[src/rtl/mport_arbiter.sv]
// -----------------------------------------------------------------------------
// mport_arbiter
//
// Shares one memory port between NUM_REQ requesters. Each transaction runs
// through three states:
//   IDLE    - pick a winner among pending requesters and capture its operands
//   BUSY    - drive w_en or r_en to the memory port manager until done
//   RELEASE - one quiet cycle with req_done pulsed so the winner can drop
//             its request before the next arbitration
//
// Handshake: a requester is pending while req_w_en or req_r_en is high and
// keeps its request and operands stable until its req_done pulse. The
// arbiter holds its strobe to the memory port manager until done is seen
// high; done outside BUSY is ignored.
//
// Configuration macro: MPORT_ARB_FIXED_PRIO_EN
//   undefined - round-robin, search starts after the last granted index
//   defined   - fixed priority, lowest pending index wins, no pointer
//
// Ports:
//   clk, rst                   clock, synchronous active-high reset
//   req_w_en / req_r_en        per-requester write / read request
//   req_write_through          per-requester write-through flag
//   req_addr, req_data_store   per-requester word address and write data
//   req_data_load              read data, valid while req_done is high
//   req_done                   one-hot single-cycle completion pulse
//   w_en, r_en, write_through  strobes to the memory port manager
//   addr, data_store           address / write data to the manager
//   data_load, done            return path from the manager
//   grant_id, busy             current owner, transaction-in-flight flag
//   dbg_state                  FSM state (0 IDLE, 1 BUSY, 2 RELEASE)
// -----------------------------------------------------------------------------
module mport_arbiter #(
    parameter int NUM_REQ = 4
) (
    input  logic                          clk,
    input  logic                          rst,
    input  logic [NUM_REQ-1:0]            req_w_en,
    input  logic [NUM_REQ-1:0]            req_r_en,
    input  logic [NUM_REQ-1:0]            req_write_through,
    input  logic [NUM_REQ-1:0][25:2]      req_addr,
    input  logic [NUM_REQ-1:0][31:0]      req_data_store,
    output logic [31:0]                   req_data_load,
    output logic [NUM_REQ-1:0]            req_done,
    output logic                          w_en,
    output logic                          r_en,
    output logic                          write_through,
    output logic [25:2]                   addr,
    output logic [31:0]                   data_store,
    input  logic [31:0]                   data_load,
    input  logic                          done,
    output logic [$clog2(NUM_REQ)-1:0]    grant_id,
    output logic                          busy,
    output logic [1:0]                    dbg_state
);

    localparam int GW = $clog2(NUM_REQ);

    typedef enum logic [1:0] {
        ST_IDLE    = 2'd0,
        ST_BUSY    = 2'd1,
        ST_RELEASE = 2'd2
    } state_t;

    state_t state_q, state_d;

    logic [NUM_REQ-1:0] pending;
    logic               any_pending;
    logic [GW-1:0]      winner;

    logic [GW-1:0]      grant_q;
    logic [25:2]        addr_q;
    logic [31:0]        data_q;
    logic               wt_q;
    logic               is_wr_q;
    logic [31:0]        rdata_q;
    logic [NUM_REQ-1:0] done_q;

    assign pending     = req_w_en | req_r_en;
    assign any_pending = |pending;

    // ------------------------------------------------------------------
    // Winner selection
    // ------------------------------------------------------------------
`ifdef MPORT_ARB_FIXED_PRIO_EN
    // Scan from the top so the lowest pending index is the last to write.
    always_comb begin
        winner = '0;
        for (int k = NUM_REQ - 1; k >= 0; k--) begin
            if (pending[k]) begin
                winner = GW'(k);
            end
        end
    end
`else
    logic [GW-1:0] last_q;

    // Search order starts one past the last winner and wraps to index 0.
    always_comb begin
        int            idx;
        logic [GW-1:0] idx_v;
        logic          found;
        winner = '0;
        found  = 1'b0;
        idx    = 0;
        idx_v  = '0;
        for (int k = 0; k < NUM_REQ; k++) begin
            idx   = (int'(last_q) + 1 + k) % NUM_REQ;
            idx_v = idx[GW-1:0];
            if (!found && pending[idx_v]) begin
                winner = idx_v;
                found  = 1'b1;
            end
        end
    end
`endif

    // ------------------------------------------------------------------
    // FSM: state register
    // ------------------------------------------------------------------
    always_ff @(posedge clk) begin
        if (rst) begin
            state_q <= ST_IDLE;
        end else begin
            state_q <= state_d;
        end
    end

    // ------------------------------------------------------------------
    // FSM: next state
    // ------------------------------------------------------------------
    always_comb begin
        state_d = state_q;
        case (state_q)
            ST_IDLE:    if (any_pending) state_d = ST_BUSY;
            ST_BUSY:    if (done)        state_d = ST_RELEASE;
            ST_RELEASE:                  state_d = ST_IDLE;
            default:                     state_d = ST_IDLE;
        endcase
    end

    // ------------------------------------------------------------------
    // Datapath registers
    // ------------------------------------------------------------------
    always_ff @(posedge clk) begin
        if (rst) begin
            grant_q <= '0;
            addr_q  <= '0;
            data_q  <= '0;
            wt_q    <= 1'b0;
            is_wr_q <= 1'b0;
            rdata_q <= '0;
            done_q  <= '0;
`ifndef MPORT_ARB_FIXED_PRIO_EN
            // Pointing at the top index makes index 0 the first searched.
            last_q  <= GW'(NUM_REQ - 1);
`endif
        end else begin
            done_q <= '0;
            if (state_q == ST_IDLE && any_pending) begin
                grant_q <= winner;
                addr_q  <= req_addr[winner];
                data_q  <= req_data_store[winner];
                wt_q    <= req_write_through[winner];
                // Write wins when both request bits are set.
                is_wr_q <= req_w_en[winner];
`ifndef MPORT_ARB_FIXED_PRIO_EN
                last_q  <= winner;
`endif
            end
            if (state_q == ST_BUSY && done) begin
                rdata_q <= data_load;
                done_q  <= NUM_REQ'(1) << grant_q;
            end
        end
    end

    // ------------------------------------------------------------------
    // FSM: outputs
    // ------------------------------------------------------------------
    always_comb begin
        w_en          = (state_q == ST_BUSY) &&  is_wr_q;
        r_en          = (state_q == ST_BUSY) && !is_wr_q;
        busy          = (state_q != ST_IDLE);
        write_through = wt_q;
        addr          = addr_q;
        data_store    = data_q;
        grant_id      = grant_q;
        req_done      = done_q;
        req_data_load = rdata_q;
        dbg_state     = state_q;
    end

endmodule

[config.mk]
export PLATFORM = sky130hd
export DESIGN_NAME = mport_arbiter
export DESIGN_NICKNAME = d
export VERILOG_FILES = /design/src/rtl/mport_arbiter.sv
export SDC_FILE = /design/constraint.sdc
export NUM_CORES = 1
export LEC_CHECK = 0
export BUFFER_PORTS_ARGS = -buffer_cell sky130_fd_sc_hd__buf_2
export CORE_AREA = 5 5 140 142
export CTS_CLUSTER_DIAMETER = 80
export DETAILED_ROUTE_END_ITERATION = 12
export DIE_AREA = 0 0 145 147
export GPL_TIMING_DRIVEN = 1
export PLACE_DENSITY = 0.59
export SLEW_MARGIN = 40
export SYNTH_ARGS = -nofsm -noshare
export SYNTH_HDL_FRONTEND = slang
export SYNTH_SLANG_ARGS = --single-unit
[constraint.sdc]
create_clock -name clk -period 1.92 [get_ports clk]
set_input_delay 0.096 -clock clk [delete_from_list [all_inputs] [get_ports clk]]
set_output_delay 0.096 -clock clk [all_outputs]
set_load 0.05 [all_outputs]
Word-level counts from Yosys, hierarchy flattened
Cells that the tools add are included.
{"block": "totals", "regBits": 100, "latchBits": 0, "ramBits": 0, "romBits": 0, "input_bits": 271, "out_inout_bits": 100, "elab_cells": 66, "mem_count": 0}
{"block": "op_classes", "addsub": 4, "mul": 0, "div": 0, "order_cmp": 5, "n_eq_ne": 3, "n_shift": 1, "mux": 26, "bitwise": 2, "n_reduce_logical": 16}
{"op": "32-bit binary-select mux with 2-bit select", "n": 1}
{"op": "24-bit binary-select mux with 2-bit select", "n": 1}
{"op": "32-bit 2-to-1 mux", "n": 1}
{"op": "24-bit 2-to-1 mux", "n": 1}
{"op": "2-bit by 3-bit less-than comparator with 1-bit output (second input constant)", "n": 5}
{"op": "1-bit binary-select mux with 2-bit select", "n": 6}
{"op": "2-bit 2-to-1 mux", "n": 6}
{"op": "1-bit 2-to-1 mux", "n": 9}
{"op": "1-bit logical AND", "n": 7}
{"op": "2-bit adder (second input constant)", "n": 3}
{"op": "1-bit zero test", "n": 4}
{"op": "2-bit != test (second input constant)", "n": 2}
{"op": "4-bit OR", "n": 1}
{"op": "2-bit one-hot mux with 2 select lines", "n": 1}
{"op": "4-bit OR reduction", "n": 1}
{"op": "1-bit by 2-bit << shifter with 4-bit output (first input constant)", "n": 1}
{"op": "2-bit by 1-bit adder with 2-bit output (second input constant)", "n": 1}
{"op": "2-bit by 1-bit equality test with 1-bit output (second input constant)", "n": 1}
{"op": "2-bit zero test", "n": 1}
{"op": "2-bit AND reduction", "n": 1}
{"op": "2-bit nonzero test", "n": 1}
{"op": "2-bit OR reduction", "n": 1}
{"op": "1-bit NOT", "n": 1}

Longest topological paths before layout
Gate-level depths: netlist of run 1.
{"block": "depth", "ltp_word": 15, "ltp_mapped": 8, "ltp_nobuf": 5}

Least setup slack after synthesis of run 1
No wires, ideal clock.
{"block": "synth_timing", "kind": "reg-to-reg", "startpoint": "reg state_q[1] (netlist: dbg_state[1])", "endpoint": "reg addr_q, in the netlist addr[10]", "arrival_ps": 2087, "slack_ps": -229, "path_stages_with_launch": 7, "n_path_buf": 2, "cell_sequence": "dfxtp_1 -> or2_2 -> a31o_2 -> nor2_1 -> buf_2 -> clkbuf_1 -> a32o_1"}
{"block": "synth_via", "elab_chain_len": 2}
{"element": "start: declaration", "line_no": "65", "rtl": "state_t state_q, state_d;"}
{"element": "start signal: assignment", "line_no": "125", "rtl": "state_q <= state_d;"}
{"element": "2-bit zero test", "line_no": "160", "rtl": "if (state_q == ST_IDLE && any_pending) begin"}
{"element": "1-bit logical AND", "line_no": "160"}
{"element": "end signal: assignment", "line_no": "162", "rtl": "addr_q <= req_addr[winner];"}
{"element": "end: declaration", "line_no": "72", "rtl": "logic [25:2] addr_q;"}
Every way passes these cells.
A chain may end at the register's enable or synchronous reset.

Final worst setup path of run 1
{"block": "layout_timing", "startpoint": "reg last_q[0]", "endpoint": "reg data_q[6] (netlist: data_store[6])"}
{"block": "layout_via", "elab_chain_len": 15, "word_cells_on_any_way": 27, "classes_between": "add/sub (4); mux (17); reduce/logical (6)"}
{"element": "start: declaration", "line_no": "96", "rtl": "logic [GW-1:0] last_q;"}
{"element": "start signal: assignment", "line_no": "156", "rtl": "last_q <= GW'(NUM_REQ - 1);"}
{"element": "start signal: assignment", "line_no": "168", "rtl": "last_q <= winner;"}
{"element": "2-bit by 1-bit adder with 2-bit output *", "line_no": "108", "rtl": "idx = (int'(last_q) + 1 + k) % NUM_REQ;"}
{"element": "parallel branches: the longest is 11 deep, another holds 2-bit adder"}
{"element": "2-bit 2-to-1 mux *", "line_no": "110", "rtl": "if (!found && pending[idx_v]) begin"}
{"element": "32-bit binary-select mux with 2-bit select *", "line_no": "163", "rtl": "data_q <= req_data_store[winner];"}
{"element": "32-bit 2-to-1 mux (not written as such) *", "line_no": "163"}
{"element": "end signal: assignment", "line_no": "163"}
{"element": "end: declaration", "line_no": "73", "rtl": "logic [31:0] data_q;"}
Mark *: on every way between the ends. The select of a mux whose other input is x is not followed.

==> run_results.csv, run 1 <==
group,metric,value,unit
layout,fin_cells,1253,
run_status,status,"finished clean",
setup_path,end_kind,"flip-flop",
synth,syn_area,5290,sq um
synth,ys_ff_latch,100,
clock_network,clk-insertion-delay-late,0.35,ns
layout,drive_above_1_share,47.2,%
drt,avgRoutedWirePerCell,18.1,um
placement,dp_cells,1193,
drt,routed_wl,22600,um
setup_path,regToRegStartpoint,"last_q[0]$_SDFFE_PP1P_",
placement,io_buffers,370,
setup_path,cp-start-kind,"flip-flop",
die,fp-row-count,50,
drt,viasPerCell,4.98,
setup_path,crit_path_top_delay_cell,"dfxtp_2",
grt,antenna_found_initial,0,
timing,slew_viol_final,0,
synth,synth_top_area_share,37.9,%
setup_path,cp_max_fo,8,
hold_path,hold_end,"req_data_load[23]$_SDFFE_PP0P_",
die,die_h,147,um
clock_network,clk_pin_slew,0.07,ns
setup_path,cpPeakStageDelay,0.34,ns
timing,fmax,0.530,GHz
synth,synth_commonest_cells,"mux2i_1 (117), dfxtp_1 (100), nand2_1 (71), a32o_1 (58), nand3_1 (58)",
clock_network,clock_path_buffers,2,
setup_path,ff2ff_path_depth,8,
clock_network,root_buffer,"clkbuf_16",
power,power_leakage,4.44,nW
grt,grt_max_degree,37,
timing,worst_pin_slew,0.485,ns
timing,min_period,1.89,ns
timing,whs,0.0369,ns
hold_path,min_from,"data_load[23]",
synth,synthCells,590,
placement,hpwl,16900,um
synth,yosys_most_used_dff,"dfxtp_1",
drt,drc,0,
layout,nets,1285,
flow_run,max-cap-violations,0,
drt,drtAntennaViolNets,0,
synth,yosys.area.top_type,"dfxtp_1",
timing,rsz0062_at_grt,"yes",
drt,firstDrtPassIters,4,
die,core_area,18300,sq um
drt,drt_iter0_drc,252,
synth,synth_edf_count,0,
clock_network,h-tree-depth,3,
synth,synth.area.top_cells,"dfxtp_1 (38%), mux2i_1 (22%), a32o_1 (11%)",
timing,setup-violations-final,0,
setup_path,crit_arrival,2.12,ns
synth,synth_warnings,0,
setup_path,crit_path_frequent_cell,"buf_12",
layout,stdcell_area,8750,sq um
synth,syn_nets,861,
grt,overflow,0,
clock_network,cts_tree,"built",
grt,grt_pass1_wl,34500,um
synth,yosysSeqAreaShare,37.9,%
placement,place_area,7840,sq um
setup_path,crit_type,"reg2reg",
synth,postSynthAreaPerCell,8.96,sq um
clock_network,cts_buffers,9,
die,initial_core_util,28.8,%
layout,syn_to_final_growth,65.6,%
die,die_x,145,um
synth,ys_types,33,
hold_path,min_path_type,"in2reg",
timing,hold_viol,0,
power,ir_worst_vdd,427,uV
grt,track_usage,19.7,%
clock_network,clock-sinks,100,
die,dieArea,21300,sq um
power,power_density,942,nW/um^2
timing,clock_skew,0.00928,ns
hold_path,whs_path_depth,3,
synth,async_reset_ff_share,0,%
grt,grt_pass1_vias,6351,
synth,synthMostInstantiatedCell,"mux2i_1",
placement,gp_congestion,0.829,
layout,antennaDiodeCount,0,
setup_path,worstPathRequired,2.15,ns
setup_path,path_cells,"o21bai_4 -> o221ai_4 -> buf_6 -> buf_12 -> buf_12 -> mux2i_2 -> nand3_1 -> a32o_1",
setup_path,r2r_end,"data_store[6]$_SDFFE_PP0P_",
timing,post-route-period-util,98.3,%
timing,slew_headroom,67.4,%
drt,vias,6238,
die,num_io_pins,371,
setup_path,r2r_setup_slack,0.03,ns
==> kinds of logic after synthesis <==
group	share of synthesized area, %
multiplexers	22.4
AO/OA/AOI/OAI	21.2
buffers and inverters	5.63
flip-flops	37.9
AND/OR/NAND/NOR	12.9
==> state kept, by name, summed over array words and instances (netlist names) <==
| name | cells |
|---|---|
| req_data_load | 32 |
| write_through | 1 |
| addr | 24 |
| last_q | 2 |
| dbg_state | 2 |
| data_store | 32 |
| grant_id | 2 |
| req_done | 4 |
| is_wr_q | 1 |
==> worst max-delay path: cells and delay by family (launching register included) <==
family                 cells  cell delay, ns
buffers and inverters      3            0.45
flip-flops                 1            0.34
multiplexers               1            0.22
AO/OA/AOI/OAI              3            0.66
AND/OR/NAND/NOR            1            0.10
==> cell type report <==
class                           instances  area (sq um)
Tap cell                              234           293
Multi-Input combinational cell        430          3100
Timing Repair Buffer                  473          3040
Fill cell                            1794          9580
Clock inverter                          7          82.6
Sequential cell                       100          2000
Clock buffer                            9           225
==> power breakdown <==
part	internal [mW]	switching [mW]	leakage [nW]	total [mW]
sequential	2.34	0.138	0.823	2.48
clock	1.04	0.875	0.150	1.91
combinational	1.65	2.20	3.46	3.86
==> per-layer routing <==
layer | share of wire (%) | track usage (%) | vias to the layer above
met5 | 0 | 0 | -
met2 | 51 | 34.6 | 245
met3 | 8.3 | 6.08 | 18
met1 | 40 | 23.5 | 2922
met4 | 1.1 | 4.76 | 0
li1 | - | - | 3053
==> worst max path at each step <==
stage	startpoint	endpoint	slack [ns]	cells after the start
after CTS	last_q[0]$_SDFFE_PP1P_	data_store[8]$_SDFFE_PP0P_	0.0009	8
final	last_q[0]$_SDFFE_PP1P_	data_store[6]$_SDFFE_PP0P_	0.03	8
after global routing	last_q[0]$_SDFFE_PP1P_	data_store[6]$_SDFFE_PP0P_	-0.06	8
after global placement	req_r_en[3]	addr[14]$_SDFFE_PP0P_	-0.15	8
after detailed placement	req_r_en[3]	addr[14]$_SDFFE_PP0P_	-0.14	8
after floorplan	dbg_state[1]$_SDFFE_PP0P_	addr[10]$_SDFFE_PP0P_	-0.10	6
==> repair_timing <==
action	4_1_cts	5_1_grt
hold buffers	31	0
cloned	2	2
endpoints found under the hold margin	31	0
pin swaps	1	14
resized for setup	6	35
setup endpoints to repair	19	51
setup buffers	8	2
==> cell usage in the layout (no fill, tap or decap), types with 2 or more instances in the layout <==
master / n
buf_2: 370
and2_1: 2
mux2i_1: 109
nor3_1: 2
nand3_1: 57
mux2i_4: 3
clkbuf_16: 11
buf_6: 7
buf_12: 18
dfxtp_1: 98
nor2_1: 7
dfxtp_2: 2
nand2_1: 70
o21ai_0: 19
o21ai_1: 39
nor2_4: 2
a21oi_1: 35
buf_16: 2
dlygate4sd3_1: 31
inv_8: 2
nor2b_1: 2
a32o_1: 58
mux2i_2: 5
buf_8: 2
buf_4: 41
==> stage by stage <==
step                worst slack, ns  util (%)  power, mW  setup TNS (ns)
floorplan                    -0.105         -       4.83           -1.05
global placement             -0.152      42.8       6.04           -4.07
detailed placement           -0.139      42.8       6.06           -3.64
CTS                        0.000934      46.9       8.22               0
global route                -0.0647      47.8       8.68           -1.35
finish                       0.0323      47.8       8.24               0
(Power assumes the default switching activity.)
==> run 2: changes to the inputs <==
--- a/config.mk
+++ b/config.mk
@@ -5,13 +5,14 @@
 export SDC_FILE = /design/constraint.sdc
 export NUM_CORES = 1
 export LEC_CHECK = 0
+export ABC_AREA = 1
 export BUFFER_PORTS_ARGS = -buffer_cell sky130_fd_sc_hd__buf_2
-export CORE_AREA = 5 5 140 142
+export CORE_AREA = 5 5 142 144
 export CTS_CLUSTER_DIAMETER = 80
 export DETAILED_ROUTE_END_ITERATION = 12
-export DIE_AREA = 0 0 145 147
+export DIE_AREA = 0 0 147 149
 export GPL_TIMING_DRIVEN = 1
-export PLACE_DENSITY = 0.59
+export PLACE_DENSITY = 0.7
 export SLEW_MARGIN = 40
 export SYNTH_ARGS = -nofsm -noshare
 export SYNTH_HDL_FRONTEND = slang
==> run_results.csv, run 2 <==
group,metric,value,unit
timing,worst_pin_slew,0.498,ns
clock_network,clk_pin_slew,0.08,ns
power,p_seq_share,17.4,%
timing,whs,0.0157,ns
timing,min_period,2.07,ns
drt,vias,9326,
synth,synth_compound_area_share,3.22,%
synth,synth_xor_area_share,0,%
setup_path,end_kind,"flip-flop",
timing,slew_viol_final,0,
run_status,status,"finished with violations",
timing,fmax,0.484,GHz
synth,syn_nets,1518,
power,power_switching_share,50.3,%
placement,gp_congestion,0.895,
drt,avgRoutedWirePerCell,16.0,um
setup_path,ff2ff_path_depth,15,
clock_network,clock-sinks,100,
grt,antenna_found_initial,2,
synth,synth_top_family_by_area,"simple AND/OR/NAND/NOR gates",
synth,synthCells,1247,
power,ir_worst_vdd,661,uV
placement,hpwl,19500,um
die,initial_core_util,37.4,%
die,die_h,149,um
hold_path,min_from,"data_load[1]",
die,dieArea,21900,sq um
setup_path,crit_arrival,2.31,ns
setup_path,r2r_end,"addr[13]$_SDFFE_PP0P_",
setup_path,r2r_setup_slack,-0.15,ns
layout,final_common_cell,"buf_2",
power,power_leakage,7.04,nW
drt,drc,0,
synth,synth-simple-area-share,45.5,%
die,die_x,147,um
setup_path,cp_max_fo,7,
grt,grt_max_degree,81,
layout,drive_above_1_share,38.1,%
layout,layout_common_cells,"buf_2 (370), inv_1 (300), nand2_1 (199)",
clock_network,clock_path_buffers,2,
synth,yosysSeqAreaShare,28.8,%
hold_path,hold_end,"req_data_load[1]$_SDFFE_PP0P_",
layout,syn_to_final_growth,64.8,%
grt,overflow,0,
synth,ys_ff_latch,100,
timing,hold_viol,0,
synth,synth_commonest_cells,"inv_1 (301), nand3_1 (298), nand2_1 (216), nor2_1 (192), dfxtp_1 (100)",
synth,synth.area.top_cells,"dfxtp_1 (29%), nand3_1 (21%), inv_1 (16%)",
clock_network,cts_tree,"built",
layout,nets,1940,
power,combPwrFrac,71.1,%
clock_network,cts_buffers,9,
die,core_area,18600,sq um
timing,clock_skew,0.0114,ns
timing,rsz0062_at_grt,"yes",
placement,place_area,9240,sq um
grt,grt_pass1_wl,43300,um
clock_network,h-tree-depth,3,
synth,synth_edf_count,0,
timing,setup_slack,-0.147,ns
power,power_density,1430,nW/um^2
synth,syn_area,6950,sq um
synth,async_reset_ff_share,0,%
synth,synth_fa_ha_area_share,0,%
synth,synth_mux_area_share,0,%
power,pwr-share-clk,11.5,%
setup_path,worstPathRequired,2.17,ns
flow_run,max-cap-violations,0,
placement,io_buffers,370,
timing,slew_headroom,66.8,%
grt,grt_pass1_vias,8504,
timing,post-route-period-util,108,%
synth,synth_warnings,0,
clock_network,clk-insertion-delay-late,0.35,ns
clock_network,root_buffer,"clkbuf_16",
drt,viasPerCell,4.88,
synth,synthMostInstantiatedCell,"inv_1",
drt,drt_iter0_drc,562,
setup_path,crit_type,"reg2reg",
drt,firstDrtPassIters,6,
synth,synth_top_area_share,28.8,%
layout,stdcell_area,11500,sq um
synth,yosys.area.top_type,"dfxtp_1",
power,p_int,8.15,mW
setup_path,cp-start-kind,"flip-flop",
setup_path,regToRegStartpoint,"last_q[0]$_SDFFE_PP1P_",
drt,routed_wl,30500,um
synth,ys_types,23,
die,num_io_pins,371,
synth,postSynthAreaPerCell,5.57,sq um
run_status,violations,"setup timing",
synth,yosys_most_used_dff,"dfxtp_1",
power,p_switching,8.27,mW
timing,setup-violations-final,58,
hold_path,min_path_type,"in2reg",
hold_path,whs_path_depth,3,
die,fp-row-count,50,
drt,drtAntennaViolNets,0,
grt,track_usage,24.2,%
## run 2: metrics by stage
step	util, %	setup WS [ns]	power, mW	setup TNS, ns	cells
floorplan	-	0.0505	8.98	0	1247
global placement	49.8	-0.137	11.4	-4.25	1822
detailed placement	49.8	-0.193	11.4	-7.20	1822
CTS	56.3	-0.0761	14.9	-2.05	1894
global route	61.6	-0.228	17.4	-10.77	1910
finish	61.6	-0.147	16.4	-4.46	1910
## run 2: what timing repair did
action,in CTS,in global routing
endpoints found under the hold margin,31,0
cloned,9,15
hold buffers,31,0
resized for setup,50,155
setup buffers,16,3
endpoints found under the setup margin,59,62
pin swaps,4,94
## run 2: area by class of cell
type	instances	area, sq um
inverter	304	1150
timing repair buffer	490	3510
fill	1697	7130
tap	234	293
clock inverter	7	78.8
clock buffer	9	225
antenna	2	5.00
sequential	100	2010
multi-input combinational	764	4180
## run 2: how the worst max path moves through the flow
stage | startpoint | cells past startpoint | slack [ns] | endpoint
final | last_q[0]$_SDFFE_PP1P_ | 15 | -0.15 | addr[13]$_SDFFE_PP0P_
after global routing | last_q[0]$_SDFFE_PP1P_ | 15 | -0.23 | addr[22]$_SDFFE_PP0P_
after CTS | last_q[0]$_SDFFE_PP1P_ | 13 | -0.08 | data_store[0]$_SDFFE_PP0P_
after detailed placement | last_q[0]$_SDFFE_PP1P_ | 16 | -0.19 | is_wr_q$_SDFFE_PP0P_
after global placement | last_q[1]$_SDFFE_PP1P_ | 16 | -0.14 | is_wr_q$_SDFFE_PP0P_
after floorplan | last_q[0]$_SDFFE_PP1P_ | 16 | 0.05 | addr[18]$_SDFFE_PP0P_
## run 2: metal layers
layer	track usage [%]	vias up	share of wire, %
li1	-	4598	-
met1	28.1	4213	38
met2	42.9	466	50
met3	6.96	49	9.1
met4	8.11	0	2.4
met5	0	-	0
## run 2: power groups by stage
stage / logic (mW) / clock network, mW / registers (mW)
6_report: 11.7 / 1.89 / 2.86
5_1_grt: 12.5 / 2.04 / 2.91
4_1_cts: 10.1 / 1.95 / 2.85
3_5_place_dp: 8.56 / 0 / 2.88
3_3_place_gp: 8.49 / 0 / 2.86
2_1_floorplan: 4.49 / 0 / 4.48
## run 2: worst max-delay path, stage by stage (launching register included)
cell       delay, ns
dfxtp_4         0.37
buf_8           0.15
nand2_2         0.08
nand2_1         0.07
nand2_1         0.09
nand2_2         0.07
nor2_4          0.16
nand2_2         0.08
nand3_4         0.16
buf_12          0.19
clkbuf_16       0.17
nand3_1         0.08
nand3_1         0.08
nand3_1         0.08
nand2_1         0.08
inv_1           0.04
## run 2: cells by family (layout without fill, tap and decap cells)
family                 after synthesis  count (layout)
flip-flops                         100             100
AND/OR/NAND/NOR                    723             723
AO/OA/AOI/OAI                       41              41
other                                0               2
buffers and inverters              383             810
==> run 3: changes to the inputs <==
--- a/config.mk
+++ b/config.mk
@@ -7,12 +7,15 @@
 export LEC_CHECK = 0
 export ABC_AREA = 1
 export BUFFER_PORTS_ARGS = -buffer_cell sky130_fd_sc_hd__buf_2
-export CORE_AREA = 5 5 142 144
+export CELL_PAD_IN_SITES_DETAIL_PLACEMENT = 1
+export CELL_PAD_IN_SITES_GLOBAL_PLACEMENT = 2
+export CORE_ASPECT_RATIO = 2
+export CORE_MARGIN = 5
+export CORE_UTILIZATION = 21
 export CTS_CLUSTER_DIAMETER = 80
 export DETAILED_ROUTE_END_ITERATION = 12
-export DIE_AREA = 0 0 147 149
 export GPL_TIMING_DRIVEN = 1
-export PLACE_DENSITY = 0.7
+export PLACE_DENSITY = 0.83
 export SLEW_MARGIN = 40
 export SYNTH_ARGS = -nofsm -noshare
 export SYNTH_HDL_FRONTEND = slang
==> run_results.csv, run 3 (same netlist as run 2, synthesis figures left out) <==
group,metric,value,unit
setup_path,worst-path-buf-inv,7,
run_status,violations,"setup timing",
clock_network,clock-sinks,100,
clock_network,root_buffer,"clkbuf_16",
timing,slew_viol_final,0,
die,core_area,32800,sq um
drt,drtAntennaViolNets,0,
drt,vias,9416,
layout,final_common_cell,"buf_2",
die,fp-row-count,94,
power,power_leakage,6.96,nW
timing,rsz0062_at_grt,"yes",
layout,nets,1945,
grt,overflow,0,
clock_network,clk-insertion-delay-late,0.38,ns
grt,track_usage,19.1,%
placement,gp_congestion,0.863,
power,combPwrFrac,71.6,%
timing,min_period,2.15,ns
setup_path,crit_arrival,2.44,ns
flow_run,max-cap-violations,0,
drt,avgRoutedWirePerCell,18.2,um
timing,setup-violations-final,60,
layout,layout_common_cells,"buf_2 (370), inv_1 (300), nand3_1 (270)",
power,total_power,16.9,mW
grt,grt_pass1_vias,9950,
placement,dp_cells,2017,
hold_path,min_path_type,"in2reg",
drt,top_layer,"met5",
grt,grt_max_degree,53,
timing,fmax,0.464,GHz
timing,slew_headroom,75.2,%
setup_path,r2r_end,"addr[17]$_SDFFE_PP0P_",
setup_path,crit_type,"reg2reg",
placement,io_buffers,370,
die,die_h,267,um
drt,viasPerCell,4.45,
setup_path,path_delay_family,"simple AND/OR/NAND/NOR gates",
setup_path,regToRegStartpoint,"last_q[0]$_SDFFE_PP1P_",
timing,clock_skew,0.0116,ns
grt,antenna_found_initial,8,
clock_network,clock_path_buffers,2,
setup_path,cp_max_fo,9,
power,pwr-share-clk,11.5,%
timing,hold_viol,0,
setup_path,path_cells,"inv_8 -> nand2_2 -> nand2_4 -> nand3_2 -> nand2_4 -> buf_6 -> nand4_1 -> nand3_4 -> buf_6 -> buf_12 -> buf_12 -> buf_16 -> nand2_1 -> nand3_1 -> nand3_1 -> nand2_1 -> inv_1",
setup_path,setup.worst_path.end,"addr[17]$_SDFFE_PP0P_",
timing,tns,-10.77,ns
layout,fin_cells,2117,
die,num_io_pins,371,
placement,place_ws,-0.354,ns
layout,fin_util,35.0,%
power,power_switching_share,49.9,%
setup_path,crit_path_top_delay_cell,"dfxtp_4",
clock_network,clk_pin_slew,0.08,ns
clock_network,cts_tree,"built",
placement,hpwl,26100,um
power,p_int,8.48,mW
drt,firstDrtPassIters,6,
power,p_switching,8.45,mW
setup_path,worstPathRequired,2.21,ns
power,p_seq_share,16.9,%
setup_path,path_depth,17,
grt,grt_pass1_wl,55400,um
clock_network,h-tree-depth,3,
setup_path,r2r_setup_slack,-0.23,ns
drt,routed_wl,38400,um
setup_path,end_kind,"flip-flop",
setup_path,cp-start-kind,"flip-flop",
drt,drc,0,
setup_path,crit_path_start,"last_q[0]$_SDFFE_PP1P_",
power,power_density,1480,nW/um^2
layout,syn_to_final_growth,65.1,%
drt,wl_met1,13000,um
timing,worst_pin_slew,0.371,ns
timing,post-route-period-util,112,%
drt,met2_length,22000,um
die,initial_core_util,21.2,%
die,die_x,139,um
clock_network,cts_buffers,9,
run_status,status,"finished with violations",
power,ir_worst_vdd,576,uV
drt,wl_met3,1850,um
die,dieArea,37100,sq um
timing,setup_slack,-0.234,ns
setup_path,ff2ff_path_depth,17,
drt,drt_iter0_drc,245,
layout,drive_above_1_share,33.1,%
setup_path,cpPeakStageDelay,0.40,ns
==> run 3: power by group through the flow <==
stage / Clock (mW) / Sequential (mW) / Combinational [mW]
2_1_floorplan: 0 / 4.48 / 4.49
3_3_place_gp: 0 / 2.88 / 8.88
3_5_place_dp: 0 / 2.90 / 9.01
4_1_cts: 2.06 / 2.87 / 11.6
5_1_grt: 2.12 / 2.93 / 13.0
6_report: 1.95 / 2.86 / 12.1
==> run 3: layer usage <==
layer  vias to the layer above  GRT usage [%]
met5                         -              0
met1                      4424           17.8
li1                       4604              -
met2                       308           39.3
met3                        78           3.89
met4                         2           8.50
==> run 3: timing repair <==
item | CTS | global route
gates resized for setup | 79 | 37
endpoints found under the hold margin | 33 | 0
pin swaps | 29 | 7
hold buffers | 33 | 0
setup buffers | 18 | 2
setup endpoints to repair | 62 | 62
gates cloned | 14 | 11
==> run 3: worst min path at each step <==
stage                  startpoint                        endpoint  slack (ns)  cells past startpoint
floorplan            data_load[0]   req_data_load[0]$_SDFFE_PP0P_        0.23                      2
global placement     data_load[4]   req_data_load[4]$_SDFFE_PP0P_        0.32                      3
detailed placement  data_load[18]  req_data_load[18]$_SDFFE_PP0P_        0.33                      3
CTS                           rst        grant_id[1]$_SDFFE_PP0P_        0.07                      2
global route                  rst        grant_id[1]$_SDFFE_PP0P_        0.11                      2
finish                        rst        grant_id[1]$_SDFFE_PP0P_        0.08                      2
==> run 3: final cells by class <==
class / count / area [sq um]
sequential: 100 / 2010
antenna: 6 / 15.0
multi-input combinational: 764 / 3700
fill: 4329 / 21300
clock buffer: 10 / 239
timing repair buffer: 495 / 3750
tap: 432 / 541
clock inverter: 6 / 66.3
inverter: 304 / 1160
==> run 3: per-stage QoR <==
step	hold WS (ns)	cell area, sq um
global route	0.107	11500
global placement	0.317	9520
CTS	0.0667	11000
detailed placement	0.328	9520
floorplan	0.231	6950
finish	0.0840	11500
==> run 3: worst register-to-register path, stage by stage, from the launching register on <==
cell,delay (ns)
dfxtp_4,0.40
inv_8,0.11
nand2_2,0.07
nand2_4,0.10
nand3_2,0.10
nand2_4,0.09
buf_6,0.10
nand4_1,0.14
nand3_4,0.15
buf_6,0.13
buf_12,0.12
buf_12,0.11
buf_16,0.12
nand2_1,0.06
nand3_1,0.09
nand3_1,0.07
nand2_1,0.07
inv_1,0.04
